File: src/rtl/hinp_cfg_pkg.sv
// Shared types and constants for the HINP4 configuration loader: FSM states, default width,
// and the named bit positions of the 48-bit configuration word.
package hinp_cfg_pkg;

    localparam int CFG_WIDTH_DEF = 48;

    typedef enum logic [1:0] {
        ST_IDLE  = 2'd0,
        ST_SETUP = 2'd1,
        ST_HIGH  = 2'd2,
        ST_DONE  = 2'd3
    } state_t;

    localparam int TESTMODE_PEAK_HG = 30;
    localparam int PULSER_HG        = 31;
    localparam int HOLES            = 32;
    localparam int FOUR_USEC_L      = 33;
    localparam int TESTMODE_CORE    = 34;
    localparam int TESTMODE_CSA     = 35;
    localparam int USE_EVEN_PULSER  = 36;
    localparam int TESTMODE_PEAK    = 37;
    localparam int TESTMODE_SHAPER  = 38;
    localparam int USE_ODD_PULSER   = 39;
    localparam int CHIP_ID_LSB      = 40;
    localparam int CHIP_ID_MSB      = 47;

endpackage

File: src/rtl/hinp_cfg_phase_timer.sv
// Half-period down-counter: load restarts it at HALF_PERIOD-1, expire is high on the last
// cycle of the phase; one timer serves both the sclk-low and sclk-high phases.
module hinp_cfg_phase_timer #(
    parameter int HALF_PERIOD = 10
) (
    input  logic clk,
    input  logic rst,
    input  logic load,
    output logic expire
);
    localparam int CW = (HALF_PERIOD > 1) ? $clog2(HALF_PERIOD) : 1;
    localparam logic [CW-1:0] RELOAD = CW'(HALF_PERIOD - 1);

    logic [CW-1:0] cnt_q, cnt_d;

    always_comb begin
        cnt_d = cnt_q;
        if (load) begin
            cnt_d = RELOAD;
        end else if (cnt_q != '0) begin
            cnt_d = cnt_q - CW'(1);
        end
    end

    always_ff @(posedge clk or posedge rst) begin
        if (rst) begin
            cnt_q <= '0;
        end else begin
            cnt_q <= cnt_d;
        end
    end

    assign expire = (cnt_q == '0);

endmodule

File: src/rtl/hinp_cfg_loader.sv
// HINP4 config loader: start/busy/done handshake, word shifted MSB-first on sinp under a generated sclk;
// outputs registered one cycle behind the FSM, done at start+1+2*HALF_PERIOD*CFG_WIDTH; readback via HINP_CFG_READBACK_EN.
module hinp_cfg_loader
    import hinp_cfg_pkg::*;
#(
    parameter int CFG_WIDTH   = CFG_WIDTH_DEF,
    parameter int HALF_PERIOD = 10
) (
    input  logic                 clk,
    input  logic                 rst,
    input  logic                 start,
    input  logic                 abort,
    input  logic [CFG_WIDTH-1:0] cfg_word,
    output logic                 busy,
    output logic                 done,
    output logic                 aborted,
    output logic                 sinp,
    output logic                 sclk
`ifdef HINP_CFG_READBACK_EN
    ,
    input  logic                 sout,
    output logic [CFG_WIDTH-1:0] rb_word,
    output logic                 rb_match
`endif
);
    localparam int IW = (CFG_WIDTH > 1) ? $clog2(CFG_WIDTH) : 1;
    localparam logic [IW-1:0] IDX_TOP = IW'(CFG_WIDTH - 1);

    state_t               state_q, state_d;
    logic [CFG_WIDTH-1:0] cfg_q, cfg_d;
    logic [IW-1:0]        idx_q, idx_d;
    logic                 busy_q, busy_d;
    logic                 done_q, done_d;
    logic                 aborted_q, aborted_d;
    logic                 sinp_q, sinp_d;
    logic                 sclk_q, sclk_d;
    logic                 active, accept, abort_hit;
    logic                 tmr_load, tmr_expire;

    assign active    = (state_q == ST_SETUP) || (state_q == ST_HIGH);
    assign accept    = (state_q == ST_IDLE) && start;
    assign abort_hit = active && abort;
    assign tmr_load  = (state_d != state_q) && ((state_d == ST_SETUP) || (state_d == ST_HIGH));

    hinp_cfg_phase_timer #(
        .HALF_PERIOD(HALF_PERIOD)
    ) u_timer (
        .clk   (clk),
        .rst   (rst),
        .load  (tmr_load),
        .expire(tmr_expire)
    );

    always_ff @(posedge clk or posedge rst) begin
        if (rst) begin
            state_q <= ST_IDLE;
            cfg_q   <= '0;
            idx_q   <= '0;
        end else begin
            state_q <= state_d;
            cfg_q   <= cfg_d;
            idx_q   <= idx_d;
        end
    end

    always_comb begin
        state_d = state_q;
        cfg_d   = cfg_q;
        idx_d   = idx_q;
        case (state_q)
            ST_IDLE: begin
                if (start) begin
                    state_d = ST_SETUP;
                    cfg_d   = cfg_word;
                    idx_d   = IDX_TOP;
                end
            end
            ST_SETUP: begin
                if (abort) begin
                    state_d = ST_IDLE;
                end else if (tmr_expire) begin
                    state_d = ST_HIGH;
                end
            end
            ST_HIGH: begin
                if (abort) begin
                    state_d = ST_IDLE;
                end else if (tmr_expire) begin
                    if (idx_q == '0) begin
                        state_d = ST_DONE;
                    end else begin
                        state_d = ST_SETUP;
                        idx_d   = idx_q - IW'(1);
                    end
                end
            end
            default: state_d = ST_IDLE;
        endcase
    end

    // Pins follow the state one cycle later; an abort clears them on the same edge it is seen.
    always_comb begin
        busy_d    = active && !abort_hit;
        sclk_d    = (state_q == ST_HIGH) && !abort_hit;
        sinp_d    = active && !abort_hit && cfg_q[idx_q];
        done_d    = (state_q == ST_DONE);
        aborted_d = abort_hit;
    end

    always_ff @(posedge clk or posedge rst) begin
        if (rst) begin
            busy_q    <= 1'b0;
            done_q    <= 1'b0;
            aborted_q <= 1'b0;
            sinp_q    <= 1'b0;
            sclk_q    <= 1'b0;
        end else begin
            busy_q    <= busy_d;
            done_q    <= done_d;
            aborted_q <= aborted_d;
            sinp_q    <= sinp_d;
            sclk_q    <= sclk_d;
        end
    end

    assign busy    = busy_q;
    assign done    = done_q;
    assign aborted = aborted_q;
    assign sinp    = sinp_q;
    assign sclk    = sclk_q;

`ifdef HINP_CFG_READBACK_EN
    // sout is sampled on HIGH entry, i.e. before the chip sees the matching sclk rise.
    logic [CFG_WIDTH-1:0] rb_sh_q, rb_sh_d;
    logic [CFG_WIDTH-1:0] rb_word_q, rb_word_d;
    logic [CFG_WIDTH-1:0] prev_q, prev_d;
    logic                 rb_match_q, rb_match_d;

    always_comb begin
        rb_sh_d    = rb_sh_q;
        rb_word_d  = rb_word_q;
        prev_d     = prev_q;
        rb_match_d = rb_match_q;
        if ((state_q == ST_SETUP) && (state_d == ST_HIGH)) begin
            rb_sh_d = {rb_sh_q[CFG_WIDTH-2:0], sout};
        end
        if (state_q == ST_DONE) begin
            rb_word_d  = rb_sh_q;
            rb_match_d = (rb_sh_q == prev_q);
            prev_d     = cfg_q;
        end
    end

    always_ff @(posedge clk or posedge rst) begin
        if (rst) begin
            rb_sh_q    <= '0;
            rb_word_q  <= '0;
            prev_q     <= '0;
            rb_match_q <= 1'b0;
        end else begin
            rb_sh_q    <= rb_sh_d;
            rb_word_q  <= rb_word_d;
            prev_q     <= prev_d;
            rb_match_q <= rb_match_d;
        end
    end

    assign rb_word  = rb_word_q;
    assign rb_match = rb_match_q;
`else
    // Write-only build: no readback shift register or previous-word store.
`endif

endmodule
File: config.mk
export PLATFORM = sky130hd
export DESIGN_NAME = hinp_cfg_loader
export DESIGN_NICKNAME = d
export VERILOG_FILES = /design/src/rtl/hinp_cfg_pkg.sv /design/src/rtl/hinp_cfg_phase_timer.sv /design/src/rtl/hinp_cfg_loader.sv
export SDC_FILE = /design/constraint.sdc
export NUM_CORES = 1
export LEC_CHECK = 0
export ABC_AREA = 0
export CORE_ASPECT_RATIO = 1.5
export CORE_MARGIN = 5
export CORE_UTILIZATION = 37
export CTS_CLUSTER_SIZE = 25
export DETAILED_ROUTE_END_ITERATION = 10
export GPL_TIMING_DRIVEN = 0
export HOLD_SLACK_MARGIN = 0.12
export PLACE_DENSITY = 0.66
export REMOVE_ABC_BUFFERS = 1
export SLEW_MARGIN = 20
export SYNTH_ARGS = -nofsm -noshare
export SYNTH_HDL_FRONTEND = slang
export SYNTH_SLANG_ARGS = --single-unit
File: constraint.sdc
create_clock -name clk -period 4.65 [get_ports clk]
set_input_delay 0.6975 -clock clk [delete_from_list [all_inputs] [get_ports clk]]
set_output_delay 0.6975 -clock clk [all_outputs]
set_load 0.01 [all_outputs]
; After elaboration in Yosys (flattened, before gate mapping)
; Index checks and enable logic that the tools add are counted.
[classes]
add_sub_neg = 2
n_lt_le_gt_ge = 1
n_eq_ne = 10
muxes = 16
n_reduce_logical = 16
[op_table]
columns = operator, count
row1 = $mux W6, 4
row2 = $mux W2, 6
row3 = $pmux W6 S2, 1
row4 = $mux W4, 2
row5 = $ne A2 B2 Y1 const B, 4
row6 = $lt A6 B7 Y1 const B, 1
row7 = $bmux W1 S6, 1
row8 = $eq A2 B2 Y1 const B, 3
row9 = $logic_not A6 Y1, 1
row10 = $pmux W2 S3, 1
row11 = $sub A6 B1 Y6 const B, 1
row12 = $logic_and A1 B1 Y1, 5
row13 = $reduce_and A5 Y1, 1
row14 = $eq A2 B1 Y1 const B, 2
row15 = $logic_not A4 Y1, 1
row16 = $reduce_bool A2 Y1, 2
row17 = $reduce_bool A4 Y1, 1
row18 = $sub A4 B1 Y4 const B, 1
row19 = $logic_not A2 Y1, 1
row20 = $logic_or A1 B1 Y1, 2
row21 = $ne A2 B2 Y1, 1
row22 = $reduce_and A2 Y1, 1
row23 = $logic_not A1 Y1, 1
row24 = $mux W1, 1
[totals]
reg_bits = 65
input_bits = 52
out_inout_bits = 5
wordCells = 54

; Logic depth before layout (Yosys ltp)
[depth]
depth_word = 9
depth_mapped = 8
mapped_depth_nobuf = 7

; Cells and area by module
; From an unflattened synthesis, not the netlist that was laid out.
[unflattened]
hier_cells = 238
area_unflattened_um2 = 3159.3
[by_module_without_submodules]
columns = mod, instances, cells_each, area_per_inst_um2, seq_area_each_um2
row1 = hinp_cfg_loader, 1, 216, 2935.3, 1526.5
row2 = hinp_cfg_phase_timer, 1, 22, 224.0, 100.1

; Worst setup path after synthesis
; No wires, ideal clock.
[synth_timing]
kind = register to register
start = reg idx_q[0]
end = reg u_timer.cnt_q[1]
setup_time_ns = 0.136
arrival_ns = 1.915
required_time_ns = 4.514
slack_ns = 2.598
path_stages_with_launch = 9
n_path_buf = 2
synth_period_minus_slack_ns = 2.052
cell_sequence = dfrtp_1 -> buf_2 -> buf_2 -> inv_1 -> ha_1 -> a31oi_1 -> o221ai_1 -> a2111oi_2 -> nor3_1
[synth_via]
elab_chain_cells = 9
elab_cells_between_ends = 12
classes_between = 3 x eq/ne / 5 x mux / 4 x reduce/logical
[synth_rtl]
columns = element, line_no
row1 = "start, declared", hinp_cfg_loader.sv:31  ; logic [IW-1:0] idx_q, idx_d;
row2 = "start signal, assigned", hinp_cfg_loader.sv:62  ; idx_q <= idx_d;
row3 = $logic_not A6 Y1 (*), hinp_cfg_loader.sv:89  ; if (idx_q == '0) begin
row4 = $mux W2 (*), hinp_cfg_loader.sv:89
row5 = $mux W2 (*), hinp_cfg_loader.sv:88  ; end else if (tmr_expire) begin
row6 = $mux W2 (*), hinp_cfg_loader.sv:86  ; if (abort) begin
row7 = $pmux W2 S3 (*), hinp_cfg_loader.sv:70  ; case (state_q)
row8 = $eq A2 B1 Y1 or $eq A2 B2 Y1 (tied branches), hinp_cfg_loader.sv:43  ; assign tmr_load = (state_d != state_q) && ((state_d == ST_SETUP) || (state_d == ST_HIGH));
row9 = $logic_or A1 B1 Y1, hinp_cfg_loader.sv:43
row10 = $logic_and A1 B1 Y1 (*), hinp_cfg_loader.sv:43
row11 = $mux W4 or $reduce_bool A2 Y1 (tied branches), n/a
row12 = "end signal, assigned", hinp_cfg_phase_timer.sv:29  ; cnt_q <= cnt_d;
row13 = "end, declared", hinp_cfg_phase_timer.sv:14  ; logic [CW-1:0] cnt_q, cnt_d;
; Mark *: on every way between the ends. The rest lies on a longest branch, timed or not.
; A chain may end at the register's enable or synchronous reset.

; Worst setup path in the final report
; Ends and elaborated chain as after synthesis.

==> reports/summary.json <==
{
  "run_status": {
    "status": "finished clean"
  },
  "worst_setup_path": {
    "timing.critical_path.from_type": "register",
    "critical_path.top_delay_family": "flip-flops",
    "cp_data_arrival_time_ps": 2720,
    "worst_ep_required_time_ps": 4850,
    "critPathSlowestCell": "dfrtp_1",
    "cp_max_fo": 14,
    "path_buf_inv": 1,
    "worstPathCellList": "inv_1 > ha_1 > a31oi_1 > o221ai_1 > a2111oi_2 > nor3_1",
    "critPathCaptureType": "register",
    "path_class": "register to register",
    "critical_path.max_stage_delay_ps": 920
  },
  "placement": {
    "placed_area_um2": 3790,
    "place.port_buffers": 56,
    "placedCellCount": 379,
    "place.gp.congestion": 0.795,
    "dp_hpwl_um": 4300
  },
  "synthesis": {
    "asyncSetResetFlopFracSynth": 1.00,
    "synth_ff_type": "dfrtp_1",
    "post-synth-top-area-fraction": 0.525,
    "post_synth.cell_area_avg_um2": 13.8,
    "synth.largest_area_cell": "dfrtp_1",
    "part_of_the_yosys_area_used_for_sequential_elements": 0.525,
    "synth-edff-count": 0,
    "synthDistinctLibCells": 37,
    "synth-seq-cells": 65,
    "syn-cell-area_um2": 3100,
    "yosysWarningCount": 0,
    "synth_top_cells_by_area": "dfrtp_1 (53%), mux2_2 (18%), mux4_2 (9.5%)",
    "syn-instance-count": 224
  },
  "clock_tree": {
    "max-clock-path-buffers": 2,
    "clk_transition_reported_paths_ps": 50,
    "post_cts_buffers": 0,
    "cts_root_buf": "clkbuf_16",
    "cts_repair_resize_count": 0,
    "number_of_buffers_inserted_during_clock_tree_synthesis": 9,
    "cts-htree-levels": 3,
    "tritoncts_clock_tree": "built",
    "cts_stage_hold_buffer_count": 0,
    "worstSkewPairLatency_ps": 320,
    "clock_sink_count": 65
  },
  "layout": {
    "area_growth_pct": 32.1,
    "insertedDiodeCount": 0,
    "final_cell_count_no_fill": 394,
    "post-route-cell-area_um2": 4090,
    "final_layout_size_suffix_gt1_frac": 0.296,
    "n_fill_cell": 759,
    "top_library_cells_by_usage_in_the_layout_fill_and_taps_aside": "dfrtp_1 (65), clkdlybuf4s50_1 (56), mux2_2 (49)",
    "multiInputGateArea_um2": 1410,
    "num-nets-final": 342,
    "seqCellArea_um2": 1630,
    "layout.cells.most_common": "dfrtp_1",
    "finalCoreUtilization": 0.492
  },
  "timing": {
    "fmax_mhz": 396,
    "slew_headroom": 0.409,
    "post-route-min-period_ps": 2520,
    "fin_setup_tns_ps": 0,
    "timing.final.setup_violations": 0,
    "max_slew.worst_pin.slew_ps": 886,
    "min_period_over_period": 0.543,
    "fin_hold_ws_ps": 497,
    "grt_setup_unrepaired": "false",
    "timing.final.max_slew_violations": 0,
    "finalClockSkew_ps": 5.34,
    "final_hold_viol_count": 0
  },
  "drt": {
    "post_route_ant_nets": 0,
    "detail_routed_via_count_per_cell": 4.99,
    "drc_errors": 0,
    "initialDrtViolationCount": 140,
    "detailroute.via_count": 1968,
    "detailedRoute.firstPassIterationCount": 4,
    "drt_wl_total_um": 6000,
    "wl_per_cell_um": 15.2
  },
  "global_route": {
    "grt_pass1_vias": 2112,
    "maximum_number_of_pins_on_one_net_before_global_route_repair": 56,
    "grt_overflow_total": 0,
    "grt_usage": 0.128,
    "initial_antenna_violation_count": 0,
    "first_pass_grt_wire_length_um": 10200
  },
  "die": {
    "ioPinCount": 57,
    "die_x_um": 84.7,
    "dieArea_um2": 10300,
    "placementRows": 41,
    "fp.coreArea_um2": 8310,
    "floorplan.initialDensity": 0.372,
    "die_h_um": 122
  },
  "job": {
    "maxCapViolCount": 0
  },
  "hold_path": {
    "hp-class": "register to register"
  },
  "power_and_ir_drop": {
    "power.leakage_nw": 1.68,
    "power.ir.vdd_worst_mv": 0.258,
    "pwr_density_cell_nw_per_um2": 588
  }
}
## sequential cells by signal (all words and copies together), names as in the netlist
signal	flops
aborted	1
sinp	1
busy	1
cfg_q	48
u_timer.cnt_q	4
idx_q	6
done	1
state_q	2
sclk	1
## synthesized netlist by cell type, types with 2 or more instances
library cell and count:
o21ai_1 5, ha_1 7, o211ai_1 2, mux2_2 49
clkbuf_1 6, o21ai_2 2, nand2b_1 3, nor2b_1 3
and2_1 2, nand3_1 2, nor2_1 7, nor3_1 5
a22oi_1 4, a21oi_1 9, nand2_1 7, inv_1 9
dfrtp_1 65, buf_2 2, mux4_2 13, xor2_1 3
o21ai_0 2, or3_1 2
## metrics by stage
stage | total power [mW] | worst slack, ps
finish | 2.40 | 2130
floorplan | 1.55 | 2010
detailed placement | 1.77 | 2030
global placement | 1.75 | 922
CTS | 2.44 | 2020
global route | 2.57 | 1830
## report_power, final
part | switching [mW] | leakage (nW) | internal [mW]
combinational | 0.287 | 0.768 | 0.486
sequential | 0.148 | 0.762 | 0.818
clock | 0.224 | 0.148 | 0.439
## cells by family after synthesis
| family | count (synthesis) | synth area share |
|---|---|---|
| muxes | 62 | 0.273 |
| adders and majority gates | 7 | 0.0283 |
| AOI/OAI and AO/OA | 33 | 0.0784 |
| xor gates and xnor gates | 4 | 0.0113 |
| buffers and inverters | 18 | 0.0226 |
| DFF | 65 | 0.525 |
| and+or+nand+nor | 35 | 0.0610 |
## path summary, 6_finish.rpt
check                                from          endpoint  slack, ps  cells past startpoint
worst max-delay path             idx_q[0]  u_timer.cnt_q[1]       2130                      6
worst min-delay path            cfg_q[31]         cfg_q[31]        500                      1
worst max register to register   idx_q[0]  u_timer.cnt_q[1]       2130                      6
worst min register to register  cfg_q[31]         cfg_q[31]        500                      1
max in group asynchronous             rst         cfg_q[18]       3530                      3
min in group asynchronous             rst          cfg_q[6]        630                      2
## layer usage
layer,wire [µm],track usage,share of wire,vias to the layer above
li1,-,-,-,943
met1,2390,0.154,0.40,974
met2,3260,0.215,0.54,42
met3,225,0.0318,0.038,9
met4,118,0.0604,0.020,0
met5,0,0,0,-
## cell type report
cell class                      count  share of cell area
Clock inverter                      3             0.00979
Sequential cell                    65               0.398
Tap cell                          107              0.0328
Inverter                            9             0.00888
Timing Repair Buffer               57               0.144
Clock buffer                       12              0.0627
Multi-Input combinational cell    141               0.344
Note: power is estimated with default switching activity, not from simulation.
